### src/rtl/fft_seq_pkg.sv
// Shared types and helpers for the radix-2 DIT FFT sequencer.
// The optional inverse transform is enabled with FFT_IFFT_EN.
package fft_seq_pkg;

  typedef enum logic [1:0] {
    IDLE,
    COMPUTE,
    FLUSH,
    DRAIN
  } state_t;

  function automatic int pipe_len(input int rd_lat, input int bf_lat);
    return rd_lat + bf_lat;
  endfunction

  // Reverses the low n bits of x (n <= 12).
  function automatic logic [11:0] bitrev(input logic [11:0] x,
                                         input int n);
    logic [11:0] r;
    r = {<<{x}};
    return r >> (12 - n);
  endfunction

endpackage

### src/rtl/fft_seq_agu.sv
// Butterfly address generator: (stage, index) to RAM pair and twiddle.
// Purely combinational; FFT_IFFT_EN does not affect this block.
module fft_seq_agu
  import fft_seq_pkg::*;
#(
  parameter int LOG2N = 6
) (
  input  logic [3:0]       i_s,
  input  logic [LOG2N-2:0] i_j,
  output logic [LOG2N-1:0] o_addr_a,
  output logic [LOG2N-1:0] o_addr_b,
  output logic [LOG2N-2:0] o_tw
);

  localparam int AW = LOG2N;
  localparam int JW = LOG2N - 1;

  logic [AW-1:0] w_j;
  logic [AW-1:0] w_half;
  logic [AW-1:0] w_k;
  logic [AW-1:0] w_a;

  always_comb begin
    w_j      = AW'(i_j);
    w_half   = AW'(1) << i_s;
    w_k      = w_j & (w_half - AW'(1));
    w_a      = ((w_j >> i_s) << (i_s + 4'd1)) + w_k;
    o_addr_a = w_a;
    o_addr_b = w_a + w_half;
    o_tw     = JW'(w_k << (4'(AW - 1) - i_s));
  end

endmodule

### src/rtl/fft_seq_ctrl.sv
// Load / compute / drain sequencer for an in-place N-point radix-2 FFT.
// Define FFT_IFFT_EN to add the inverse-transform control ports.
module fft_seq_ctrl
  import fft_seq_pkg::*;
#(
  parameter int LOG2N  = 6,
  parameter int DW     = 32,
  parameter int RD_LAT = 1,
  parameter int BF_LAT = 0
) (
  input  logic             clk,
  input  logic             reset_n,
  input  logic             start,
  output logic             busy,
  output logic             done,
  input  logic             load_valid,
  output logic             load_ready,
  input  logic [DW-1:0]    load_data,
  output logic             out_valid,
  input  logic             out_ready,
  output logic [DW-1:0]    out_data,
  output logic             rd_bank,
  output logic [LOG2N-1:0] rd_addr_a,
  output logic [LOG2N-1:0] rd_addr_b,
  input  logic [DW-1:0]    rd_data_a,
  input  logic [DW-1:0]    rd_data_b,
  output logic [LOG2N-2:0] tw_addr,
  input  logic [DW-1:0]    bf_a_out,
  input  logic [DW-1:0]    bf_b_out,
  output logic             wr_bank,
  output logic             wr_en_a,
  output logic             wr_en_b,
  output logic [LOG2N-1:0] wr_addr_a,
  output logic [LOG2N-1:0] wr_addr_b,
  output logic [DW-1:0]    wr_data_a,
  output logic [DW-1:0]    wr_data_b
`ifdef FFT_IFFT_EN
  ,
  input  logic             inverse,
  output logic             twiddle_conj,
  output logic             scale_shift
`endif
);

  localparam int N    = 1 << LOG2N;
  localparam int AW   = LOG2N;
  localparam int JW   = LOG2N - 1;
  localparam int CW   = 16;
  localparam int PIPE = pipe_len(RD_LAT, BF_LAT);

  state_t        r_state;
  state_t        w_next;
  logic [AW-1:0] r_cnt;
  logic [3:0]    r_s;
  logic [JW-1:0] r_j;
  logic [CW-1:0] r_fc;
  logic [AW-1:0] r_i;
  logic [CW-1:0] r_dw;

  logic          r_dv [PIPE];
  logic [AW-1:0] r_da [PIPE];
  logic [AW-1:0] r_db [PIPE];
  logic [JW-1:0] r_dt [PIPE];

  logic [AW-1:0] w_ag_a;
  logic [AW-1:0] w_ag_b;
  logic [JW-1:0] w_ag_tw;
  logic [AW-1:0] w_brev;
  logic          w_last_j;
  logic          w_last_s;
  logic          w_fl_end;
  logic          w_last_i;
  logic          w_acc;
  logic          w_unused;

  fft_seq_agu #(.LOG2N(LOG2N)) u_agu (
    .i_s      (r_s),
    .i_j      (r_j),
    .o_addr_a (w_ag_a),
    .o_addr_b (w_ag_b),
    .o_tw     (w_ag_tw)
  );

  // rd_data_b feeds only the external butterfly
  assign w_unused = ^rd_data_b;

  assign w_brev   = AW'(bitrev(12'(r_cnt), LOG2N));
  assign w_last_j = (r_j == JW'(N / 2 - 1));
  assign w_last_s = (r_s == 4'(LOG2N - 1));
  assign w_fl_end = (r_fc == CW'(PIPE - 1));
  assign w_last_i = (r_i == AW'(N - 1));
  assign w_acc    = out_valid && out_ready;

  always_ff @(posedge clk or negedge reset_n) begin
    if (!reset_n) r_state <= IDLE;
    else          r_state <= w_next;
  end

  always_comb begin
    w_next = r_state;
    unique case (r_state)
      IDLE:    if (start) w_next = COMPUTE;
      COMPUTE: if (w_last_j) w_next = FLUSH;
      FLUSH:   if (w_fl_end) w_next = w_last_s ? DRAIN : COMPUTE;
      DRAIN:   if (w_acc && w_last_i) w_next = IDLE;
      default: w_next = IDLE;
    endcase
  end

  always_ff @(posedge clk or negedge reset_n) begin
    if (!reset_n) begin
      r_cnt <= '0;
      r_s   <= '0;
      r_j   <= '0;
      r_fc  <= '0;
      r_i   <= '0;
      r_dw  <= '0;
    end else begin
      unique case (r_state)
        IDLE: begin
          if (load_valid) r_cnt <= r_cnt + AW'(1);
          if (start) begin
            r_s <= '0;
            r_j <= '0;
          end
        end
        COMPUTE: begin
          r_j  <= r_j + JW'(1);
          r_fc <= '0;
        end
        FLUSH: begin
          r_fc <= r_fc + CW'(1);
          if (w_fl_end) begin
            r_s  <= r_s + 4'd1;
            r_j  <= '0;
            r_i  <= '0;
            r_dw <= '0;
          end
        end
        DRAIN: begin
          if (r_dw != CW'(RD_LAT)) r_dw <= r_dw + CW'(1);
          if (w_acc) begin
            r_dw <= '0;
            r_i  <= r_i + AW'(1);
            if (w_last_i) r_cnt <= '0;
          end
        end
        default: ;
      endcase
    end
  end

  // Issue-to-write delay line covering RAM read plus butterfly latency
  always_ff @(posedge clk or negedge reset_n) begin
    if (!reset_n) begin
      for (int p = 0; p < PIPE; p++) begin
        r_dv[p] <= 1'b0;
        r_da[p] <= '0;
        r_db[p] <= '0;
        r_dt[p] <= '0;
      end
    end else begin
      r_dv[0] <= (r_state == COMPUTE);
      r_da[0] <= w_ag_a;
      r_db[0] <= w_ag_b;
      r_dt[0] <= w_ag_tw;
      for (int p = 1; p < PIPE; p++) begin
        r_dv[p] <= r_dv[p-1];
        r_da[p] <= r_da[p-1];
        r_db[p] <= r_db[p-1];
        r_dt[p] <= r_dt[p-1];
      end
    end
  end

  always_comb begin
    busy       = (r_state != IDLE);
    load_ready = (r_state == IDLE) && reset_n;
    out_valid  = (r_state == DRAIN) && (r_dw == CW'(RD_LAT));
    done       = (r_state == DRAIN) && w_acc && w_last_i;
    out_data   = (r_state == DRAIN) ? rd_data_a : '0;
    tw_addr    = r_dv[RD_LAT-1] ? r_dt[RD_LAT-1] : '0;
    rd_bank    = 1'b0;
    rd_addr_a  = '0;
    rd_addr_b  = '0;
    wr_bank    = 1'b0;
    wr_en_a    = 1'b0;
    wr_en_b    = 1'b0;
    wr_addr_a  = '0;
    wr_addr_b  = '0;
    wr_data_a  = '0;
    wr_data_b  = '0;
    unique case (r_state)
      IDLE: begin
        wr_en_a   = load_valid && reset_n;
        wr_addr_a = w_brev;
        wr_data_a = load_data;
      end
      COMPUTE, FLUSH: begin
        if (r_state == COMPUTE) begin
          rd_bank   = r_s[0];
          rd_addr_a = w_ag_a;
          rd_addr_b = w_ag_b;
        end
        wr_bank   = ~r_s[0];
        wr_en_a   = r_dv[PIPE-1];
        wr_en_b   = r_dv[PIPE-1];
        wr_addr_a = r_da[PIPE-1];
        wr_addr_b = r_db[PIPE-1];
        wr_data_a = bf_a_out;
        wr_data_b = bf_b_out;
      end
      DRAIN: begin
        rd_bank   = 1'(LOG2N % 2);
        rd_addr_a = r_i;
      end
      default: ;
    endcase
  end

`ifdef FFT_IFFT_EN
  logic r_inv;

  always_ff @(posedge clk or negedge reset_n) begin
    if (!reset_n)                         r_inv <= 1'b0;
    else if (r_state == IDLE && start)    r_inv <= inverse;
  end

  assign twiddle_conj = r_inv;
  assign scale_shift  = r_inv && busy && wr_en_a;
`endif

endmodule

### config.mk
export PLATFORM = sky130hd
export DESIGN_NAME = fft_seq_ctrl
export DESIGN_NICKNAME = d
export VERILOG_FILES = /design/src/rtl/fft_seq_pkg.sv /design/src/rtl/fft_seq_agu.sv /design/src/rtl/fft_seq_ctrl.sv
export SDC_FILE = /design/constraint.sdc
export NUM_CORES = 1
export LEC_CHECK = 0
export BUFFER_PORTS_ARGS = -buffer_cell sky130_fd_sc_hd__buf_2
export CAP_MARGIN = 20
export CORE_AREA = 3 3 129 193
export DETAILED_ROUTE_END_ITERATION = 8
export DIE_AREA = 0 0 132 196
export GPL_ROUTABILITY_DRIVEN = 1
export SYNTH_ARGS = -nofsm -noshare
export SYNTH_HDL_FRONTEND = slang
export SYNTH_HIERARCHICAL = 1
export SYNTH_SLANG_ARGS = --single-unit
### constraint.sdc
create_clock -name clk -period 4.05 [get_ports clk]
set_clock_uncertainty 0.1 [all_clocks]
set_input_delay 0.6075 -clock clk [delete_from_list [all_inputs] [get_ports clk]]
set_output_delay 0.6075 -clock clk [all_outputs]
set_load 0.01 [all_outputs]
* After elaboration in Yosys (flattened, before gate mapping) *
Cells that the tools add are included.
Widths: inputs -> output; s select.

cells by class
  add/sub/neg operators = 10
  eq/ne operators = 16
  shift-type cells = 4
  muxes and demuxes = 39
  bitwise gates (word level) = 2
  reductions and logical operators = 22

operator list
  cell                   count
  $mux 32                2
  $pmux 16 s2            2
  $pmux 32 s2            1
  $mux 6                 9
  $mux 16                3
  $pmux 6 s2             4
  $add 16x1->16 const B  2
  $eq 16x1->1 const B    1
  $logic_not 16->1       1
  $ne 16x1->1 const B    1
  $mux 5                 3
  $pmux 5 s3             1
  $ne 2x2->1 const B     7
  $add 6x1->6 const B    2
  $add 6x6->6            2
  $reduce_and 3->1       4
  $mux 2                 5
  $reduce_bool 2->1      5
  $mux 4                 2
  $pmux 2 s4             1
  $pmux 4 s2             1
  $reduce_and 4->1       2
  $logic_and 1x1->1      7
  $and 5x6->6            1
  20 further kinds       24

storage, ports and cells
  register bits after elaboration = 73
  input bits = 165
  output and inout bits = 133
  logic and storage cells = 104

* Logic depth before layout (Yosys ltp) *
Gate-level depths: netlist (run 1).

  depth in word-level cells = 7
  depth in mapped cells = 19
  gate-level depth less buffers = 18

* Modules after synthesis *
The synthesis (run 1) kept the hierarchy.

by module, submodules not included
  module        instances  cells each  area each (µm²)  sequential area each (µm²)
  fft_seq_ctrl  1          527         4,788.3          1,826.8
  fft_seq_agu   1          138         999.7            0.0

* Worst setup path before layout (run 1) *
No wires, ideal clock.

  kind = flip-flop to output port
  start = reg r_s[0]
  end = out rd_addr_b[5]
  arrival = 3,671 ps
  required time = 3,342 ps
  setup slack = -329 ps
  cell stages (with the launch flop) = 18
  path through = dfrtp_1 buf_2 inv_2 ha_1 nand2_1 ha_1 nor2b_1 inv_1 fa_1 inv_1 ha_1 a21o_1 a21oi_1 o21bai_1 a21oi_1 xnor2_1 xnor2_1 and2_1

between the ends
  word-level cells in the longest chain between the ends = 7
  elaborated cells on any way between the ends = 10

ends and longest elaborated chain
  what                                                                 RTL line             text
  start: declaration                                                   fft_seq_ctrl.sv:54   logic [3:0] r_s;
  start signal: assignment                                             fft_seq_ctrl.sv:134  r_s <= r_s + 4'd1;
  parallel branches: the longest is 3 deep, another holds $add 4x1->4  -
  $add 6x6->6 (*)                                                      fft_seq_agu.sv:27    w_a = ((w_j >> i_s) << (i_s + 4'd1)) + w_k;
  named net w_ag_a[1]                                                  fft_seq_ctrl.sv:65   logic [AW-1:0] w_ag_a;
  $add 6x6->6 (*)                                                      fft_seq_agu.sv:29    o_addr_b = w_a + w_half;
  named net w_ag_b[5]                                                  fft_seq_ctrl.sv:66   logic [AW-1:0] w_ag_b;
  $mux 6 (*)                                                           fft_seq_ctrl.sv:200  if (r_state == COMPUTE) begin
  $mux 6 (*)                                                           fft_seq_ctrl.sv:193  unique case (r_state)
  end: declaration                                                     fft_seq_ctrl.sv:24   output logic [LOG2N-1:0] rd_addr_b,

Mark *: on every way through the listed nets, which the timed path passes.

* Worst setup path after layout (run 1) *
  start = reg r_s[1]
  end = out rd_addr_b[5]

The elaborated chain is that of the path after synthesis.

==> reports/metrics.cfg, run 1 <==
[status]
status=finished with violations
violations=setup timing

[route]
postRouteAntennaNets=0
vias_per_cell=4.715
dr_total_vias=6134
drt_iter0_drc=230
first_pass_iters=4
drc_errors=0
wl_per_cell_um=14.82
wl_um=19280

[critical_path]
critPathSlowestCell=fa_2
r2r-end=r_db[5]$_DFF_PN0_
reg2reg_depth=15
cpPeakStageDelay_ps=580
cp-startpoint=r_s[1]$_DFFE_PN0P_
cp.arrival_ps=3900
cp_max_fo=4
critPathCaptureType=output port
path_common_cell=ha_4
cp.required_ps=3340
r2r_slack_ps=470
setup.worst_path.end=rd_addr_b[5]
critPathLaunchType=flip-flop
path_cells=ha_4 > ha_4 > inv_2 > or2_1 > or3_4 > fa_2 > inv_2 > ha_4 > a21o_1 > a21oi_2 > o21bai_1 > a21oi_2 > xnor2_1 > xnor2_1 > and2_1 > buf_2
critical_path_class=flip-flop to output port
reg2reg_from=r_s[1]$_DFFE_PN0P_

[clocking]
cts.reportedPaths.clkPinSlew_ps=60
clockRootBuffer=clkbuf_16
cts_buffers=9
insertion_delay_ps=340
cts_tree=yes
hold_buffers=0
cts_sinks=73
cts_buffer_depth=2
h-tree-depth=3

[finish]
fin_util_pct=36.02
multiInputGateArea_sq_mm=0.003792
area_delta_synth_final_pct=44.53
fillers=2418
finalInstanceArea_sq_mm=0.008366
regArea_sq_mm=0.001831
fin_cells=1301
fin_nets=1181
insertedDiodeCount=0
drive_above_1_share_pct=41.58

[yosys]
ys.flop_type=dfrtp_1
synth_edf_count=0
synth_area_leaders=dfrtp_1, and2_1, ha_1, a22o_1, a31oi_1
yosys.area.top_type_share_pct=31.56
ys_ff_latch=73
yosysMostFrequentCell=and2_1
yosysWarningCount=6
synth_area_sq_mm=0.005788
synth_common_cells=and2_1, dfrtp_1, nor2_1
yosysTopAreaCell=dfrtp_1
synth_cell_types=78
synth_fp_nets=864
yosysSeqAreaShare_pct=31.56
synthCells=665
avgSynthCellArea_sq_um=8.704
async_flop_share_pct=100.0

[floorplan]
row_count=68
die_w_um=132
start_util_pct=24.92
ioPinCount=298
dieHeight_um=196
die-area_sq_mm=0.02587
core_area_sq_mm=0.02323

[grt]
grt_max_degree=50
track_usage_pct=14.08
antenna_found_initial=1
gr-total-overflow=0
grt_pass1_vias=5877
grt_pass1_wl_um=30190

[sta]
setup_slack_ps=-558.2
rsz0062_at_grt=yes
tightestPinTransition_ps=951.1
setup_viol_count_final=7
max-slew-margin-rel_pct=35.79
drv_slew=0
hold_violations=0
final.period_utilization_pct=113.8
max_freq_mhz=217.0
min_period_ps=4608
finalSetupTns_ps=-2421

[power_and_ir_drop]
ir_drop_v=0.0003881
p_leak_nw=4.307
p_per_area_mw_per_mm2=741.5

[placement]
dpl-instance-area_sq_mm=0.007894
io_buffers=265
hpwl_um=15130
place.gp.congestion=0.8514
placed_cells=1273

[job]
cap_violations=0

[worst_hold_path]
hp-class=primary input to async pin

[where the power goes]
| group | switching, mW | internal, mW |
|---|---|---|
| Clock | 0.304 | 0.508 |
| Sequential | 0.185 | 0.920 |
| Combinational | 2.34 | 1.94 |
[state kept, by name, summed over array words and instances, names as in the netlist]
name,cells
r_j,5
r_i,6
r_s,4
r_dw,16
r_state,2
r_cnt,6
r_dt,5
r_dv,1
r_db,6
r_da,6
r_fc,16
[metal layers]
metal	part of all wire, %	global-route usage (%)	vias up	wire length (um)
met4	2.8	5.177	2	536
met2	52	26.97	203	10100
li1	-	-	3053	-
met1	39	14.99	2851	7478
met5	0.036	0	-	7
met3	6.0	3.002	25	1156
[layout make-up]
type | count | area share (%)
clock buffers | 13 | 3.111
inverters | 27 | 1.241
repair buffers | 345 | 23.27
clock inverters | 2 | 0.4487
well taps | 315 | 4.711
flip-flops and latches | 73 | 21.88
multi-input cells | 526 | 45.33
[layout by cell type (no fill, tap or decap), types with 5 or more instances in the layout]
| master | instances |
|---|---|
| inv_1 | 20 |
| nor4_1 | 9 |
| ha_1 | 26 |
| nand2_1 | 35 |
| nand3_1 | 26 |
| nand2b_1 | 9 |
| buf_4 | 77 |
| and2_1 | 90 |
| nor3_1 | 10 |
| nand4_1 | 6 |
| inv_2 | 5 |
| or4_1 | 5 |
| a21oi_1 | 17 |
| clkbuf_16 | 9 |
| a21oi_2 | 5 |
| xor2_1 | 7 |
| o31ai_1 | 11 |
| o21ai_0 | 15 |
| a22oi_1 | 7 |
| a31oi_1 | 28 |
| dfrtp_1 | 70 |
| xnor2_1 | 12 |
| nor2_1 | 41 |
| nor2b_1 | 8 |
| ha_4 | 5 |
| and3_1 | 14 |
| or3_1 | 6 |
| a22o_1 | 41 |
| buf_2 | 265 |
[worst min-delay path by stage]
| stage | from | to | slack (ps) | cells after the start |
|---|---|---|---|---|
| final | reset_n | r_dt[1]$_DFF_PN0_ | 250 | 2 |
| after global routing | reset_n | r_dt[1]$_DFF_PN0_ | 280 | 2 |
| after CTS | reset_n | r_dt[1]$_DFF_PN0_ | 260 | 2 |
| after detailed placement | r_dw[14]$_DFFE_PN0P_ | r_dw[14]$_DFFE_PN0P_ | 410 | 1 |
| after global placement | r_dw[14]$_DFFE_PN0P_ | r_dw[14]$_DFFE_PN0P_ | 400 | 1 |
| after floorplan | reset_n | r_cnt[0]$_DFFE_PN0P_ | 210 | 0 |
[metrics by stage]
step                hold slack [ps]  setup slack (ps)  total power [mW]
floorplan                     211.9            -26.07             3.674
global placement              400.2            -216.5             5.192
detailed placement            413.3            -245.0             5.231
CTS                           262.8            -575.5             6.189
global route                  275.4            -749.4             6.713
finish                        251.4            -558.2             6.203
[critical path: cells and delay by family (launching register included)]
kind,cells,cell delay (ps)
AOI/OAI and AO/OA,4,590
xor gates and xnor gates,2,300
adders and majority gates,4,1230
buffers and inverters,3,210
DFF,1,460
and+or+nand+nor,3,780
[cells by family after synthesis]
logic type | count (synthesis) | synth area share, %
simple gates | 289 | 28.28
compound gates | 170 | 21.70
flops | 73 | 31.56
buf+inv | 66 | 5.318
fa+ha+maj | 34 | 7.609
xor+xnor | 23 | 3.610
mux | 10 | 1.924
[repair_timing]
action / in CTS / in global routing
pin swaps: 9 / 10
buffers inserted: 12 / 2
setup endpoints to repair: 8 / 9
gates resized for setup: 10 / 10
(Power assumes the default switching activity.)
==> inputs of run 2 (changes only) <==
- CORE_AREA: 3 3 129 193 -> 3 3 100 150
- DIE_AREA: 0 0 132 196 -> 0 0 103 153
- PLACE_DENSITY: default -> 0.77
==> reports/metrics.cfg, run 2 (same netlist as run 1, synthesis figures left out) <==
[status]
status=finished with violations
violations=setup timing

[route]
postRouteAntennaNets=0  ; unchanged
drc_errors=0  ; unchanged
wl_um=20860  ; +8.2%
first_pass_iters=5  ; +1
dr_total_vias=6416  ; +4.6%
vias_per_cell=5.623  ; +19%
wl_per_cell_um=18.29  ; +23%
drt_iter0_drc=510  ; +120%

[clocking]
hold_buffers=0  ; unchanged
cts_sinks=73  ; unchanged
cts.reportedPaths.clkPinSlew_ps=60  ; about the same
h-tree-depth=3  ; unchanged
clockRootBuffer=clkbuf_16
cts_buffer_depth=2  ; unchanged
cts_tree=yes
insertion_delay_ps=340  ; about the same
cts_buffers=9  ; unchanged

[power_and_ir_drop]
p_switching_mw=3.052  ; +7.8%
p_total_mw=6.356  ; +2.5%
p_seq_share_pct=17.7  ; about the same
pwr-share-clk_pct=11.5  ; -1.6 points
p_comb_share_pct=70.9  ; +1.8 points
p_leak_nw=4.256  ; -1.2%
switching_share_pct=48.02  ; +2.4 points
p_per_area_mw_per_mm2=777.6  ; +4.9%
ir_drop_v=0.0003767  ; -2.9%
p_int_mw=3.304  ; -2.0%

[sta]
setup_slack_ps=-609.1  ; -50.91 ps
drv_slew=0  ; unchanged
hold_violations=0  ; unchanged
finalSetupTns_ps=-1874  ; +546.6 ps
tightestPinTransition_ps=1001  ; +49.73 ps
max-slew-margin-rel_pct=32.43  ; -3.4 points
whs_ps=111.8  ; -139.6 ps
rsz0062_at_grt=yes
max_freq_mhz=214.6  ; -1.1%
setup_viol_count_final=7  ; unchanged
min_period_ps=4659  ; +50.91 ps
final.period_utilization_pct=115.0  ; +1.3 points

[finish]
largestRegisters=r_dw: 16 flops, r_fc: 16 flops
finalInstanceArea_sq_mm=0.008173  ; -2.3%
area_delta_synth_final_pct=41.20
regArea_sq_mm=0.001829  ; about the same
multiInputGateArea_sq_mm=0.003914  ; +3.2%
fin_nets=1169  ; -1.0%
final_cell_mix=buf_2, and2_1, dfrtp_1
layout_commonest_cell=buf_2
drive_above_1_share_pct=42.87  ; +1.3 points
fin_cells=1141  ; -12%
fin_util_pct=58.69  ; +23 points
fillers=1207  ; -50%

[critical_path]
path_buf_inv=3  ; unchanged
reg2reg_from=r_s[1]$_DFFE_PN0P_
critPathCaptureType=output port
path_common_cell=ha_4
critical_path_class=flip-flop to output port
cp.required_ps=3340  ; about the same
critPathTopFamily=adder cells
cp.arrival_ps=3950  ; +50 ps
path_cells=ha_4 > ha_4 > inv_2 > or2_1 > or3_4 > fa_2 > inv_2 > ha_4 > a21o_1 > a21oi_2 > o21bai_1 > a21oi_2 > xnor2_1 > xnor2_1 > and2_1 > buf_2
critPathLaunchType=flip-flop
reg2reg_depth=14  ; -1
r2r_slack_ps=510  ; +40 ps
r2r-end=r_db[5]$_DFF_PN0_
critPathSlowestCell=fa_2
cp_max_fo=4  ; unchanged
cpPeakStageDelay_ps=530  ; -50 ps

[floorplan]
dieHeight_um=153  ; -22%
die-area_sq_mm=0.01576  ; -39%
core_area_sq_mm=0.01393  ; -40%
die_w_um=103  ; -22%
ioPinCount=298  ; unchanged
start_util_pct=41.56  ; +17 points
row_count=53  ; -22%

[placement]
dpl-instance-area_sq_mm=0.007654  ; -3.0%
hpwl_um=15560  ; +2.9%
dp_slack_ps=-237.4  ; +7.575 ps
placed_cells=1116  ; -12%
io_buffers=265  ; unchanged
place.gp.congestion=0.9055  ; +6.4%

[job]
cap_violations=0  ; unchanged

[grt]
grt_max_degree=55  ; +10%
track_usage_pct=24.48  ; +10 points
grt_pass1_vias=5893  ; +0.27%
grt_pass1_wl_um=30150  ; -0.16%
antenna_found_initial=1  ; unchanged
gr-total-overflow=0  ; unchanged

[worst_hold_path]
hp-class=primary input to async pin

run 2: what timing repair did:
action / in CTS / in global routing
setup endpoints to repair: 8 / 8
setup buffers: 5 / 5
gates resized for setup: 21 / 25
pin swaps: 12 / 14
run 2: area by class of cell:
| cell class | instances | share of cell area, % |
|---|---|---|
| clock inverter | 5 | 0.3827 |
| sequential | 73 | 22.38 |
| clock buffer | 11 | 2.848 |
| tap | 165 | 2.526 |
| inverter | 27 | 1.271 |
| antenna | 1 | 0.03062 |
| multi-input combinational | 526 | 47.89 |
| timing repair buffer | 333 | 22.67 |
run 2: power groups by stage:
| stage | clock [mW] | sequential (mW) | combinational, mW |
|---|---|---|---|
| after detailed placement | 0 | 1.12 | 4.17 |
| after global placement | 0 | 1.12 | 4.10 |
| after global routing | 0.773 | 1.14 | 4.84 |
| after floorplan | 0 | 1.08 | 2.59 |
| final | 0.731 | 1.12 | 4.50 |
| after CTS | 0.738 | 1.12 | 4.32 |
run 2: worst max-delay path by stage:
stage                        from  slack, ps      endpoint  depth (start not counted)
4_1_cts        r_s[1]$_DFFE_PN0P_       -500  rd_addr_b[5]                         16
3_5_place_dp   r_s[1]$_DFFE_PN0P_       -240  rd_addr_b[5]                         20
2_1_floorplan  r_s[0]$_DFFE_PN0P_        -30  rd_addr_b[5]                         15
6_report       r_s[1]$_DFFE_PN0P_       -610  rd_addr_b[5]                         16
5_1_grt        r_s[1]$_DFFE_PN0P_       -670  rd_addr_b[5]                         19
3_3_place_gp   r_s[1]$_DFFE_PN0P_       -120  rd_addr_b[5]                         16
run 2: worst register-to-register path, stage by stage, from the launching register on:
cell and delay, ps:
dfrtp_2 450, ha_4 180, ha_4 260, inv_2 20, or2_1 230, or3_4 400, fa_2 540, inv_2 50
ha_4 210, a21o_1 200, a21oi_2 170, o21bai_1 90, a21oi_2 160, xnor2_1 110, xnor2_1 280
run 2: per-layer routing:
metal	vias to the layer above	GRT usage (%)	wire length [um]
met3	60	5.114	1619
met4	0	10.19	817
met1	3006	29.65	8150
met2	316	41.29	10280
met5	-	0	0
li1	3034	-	-
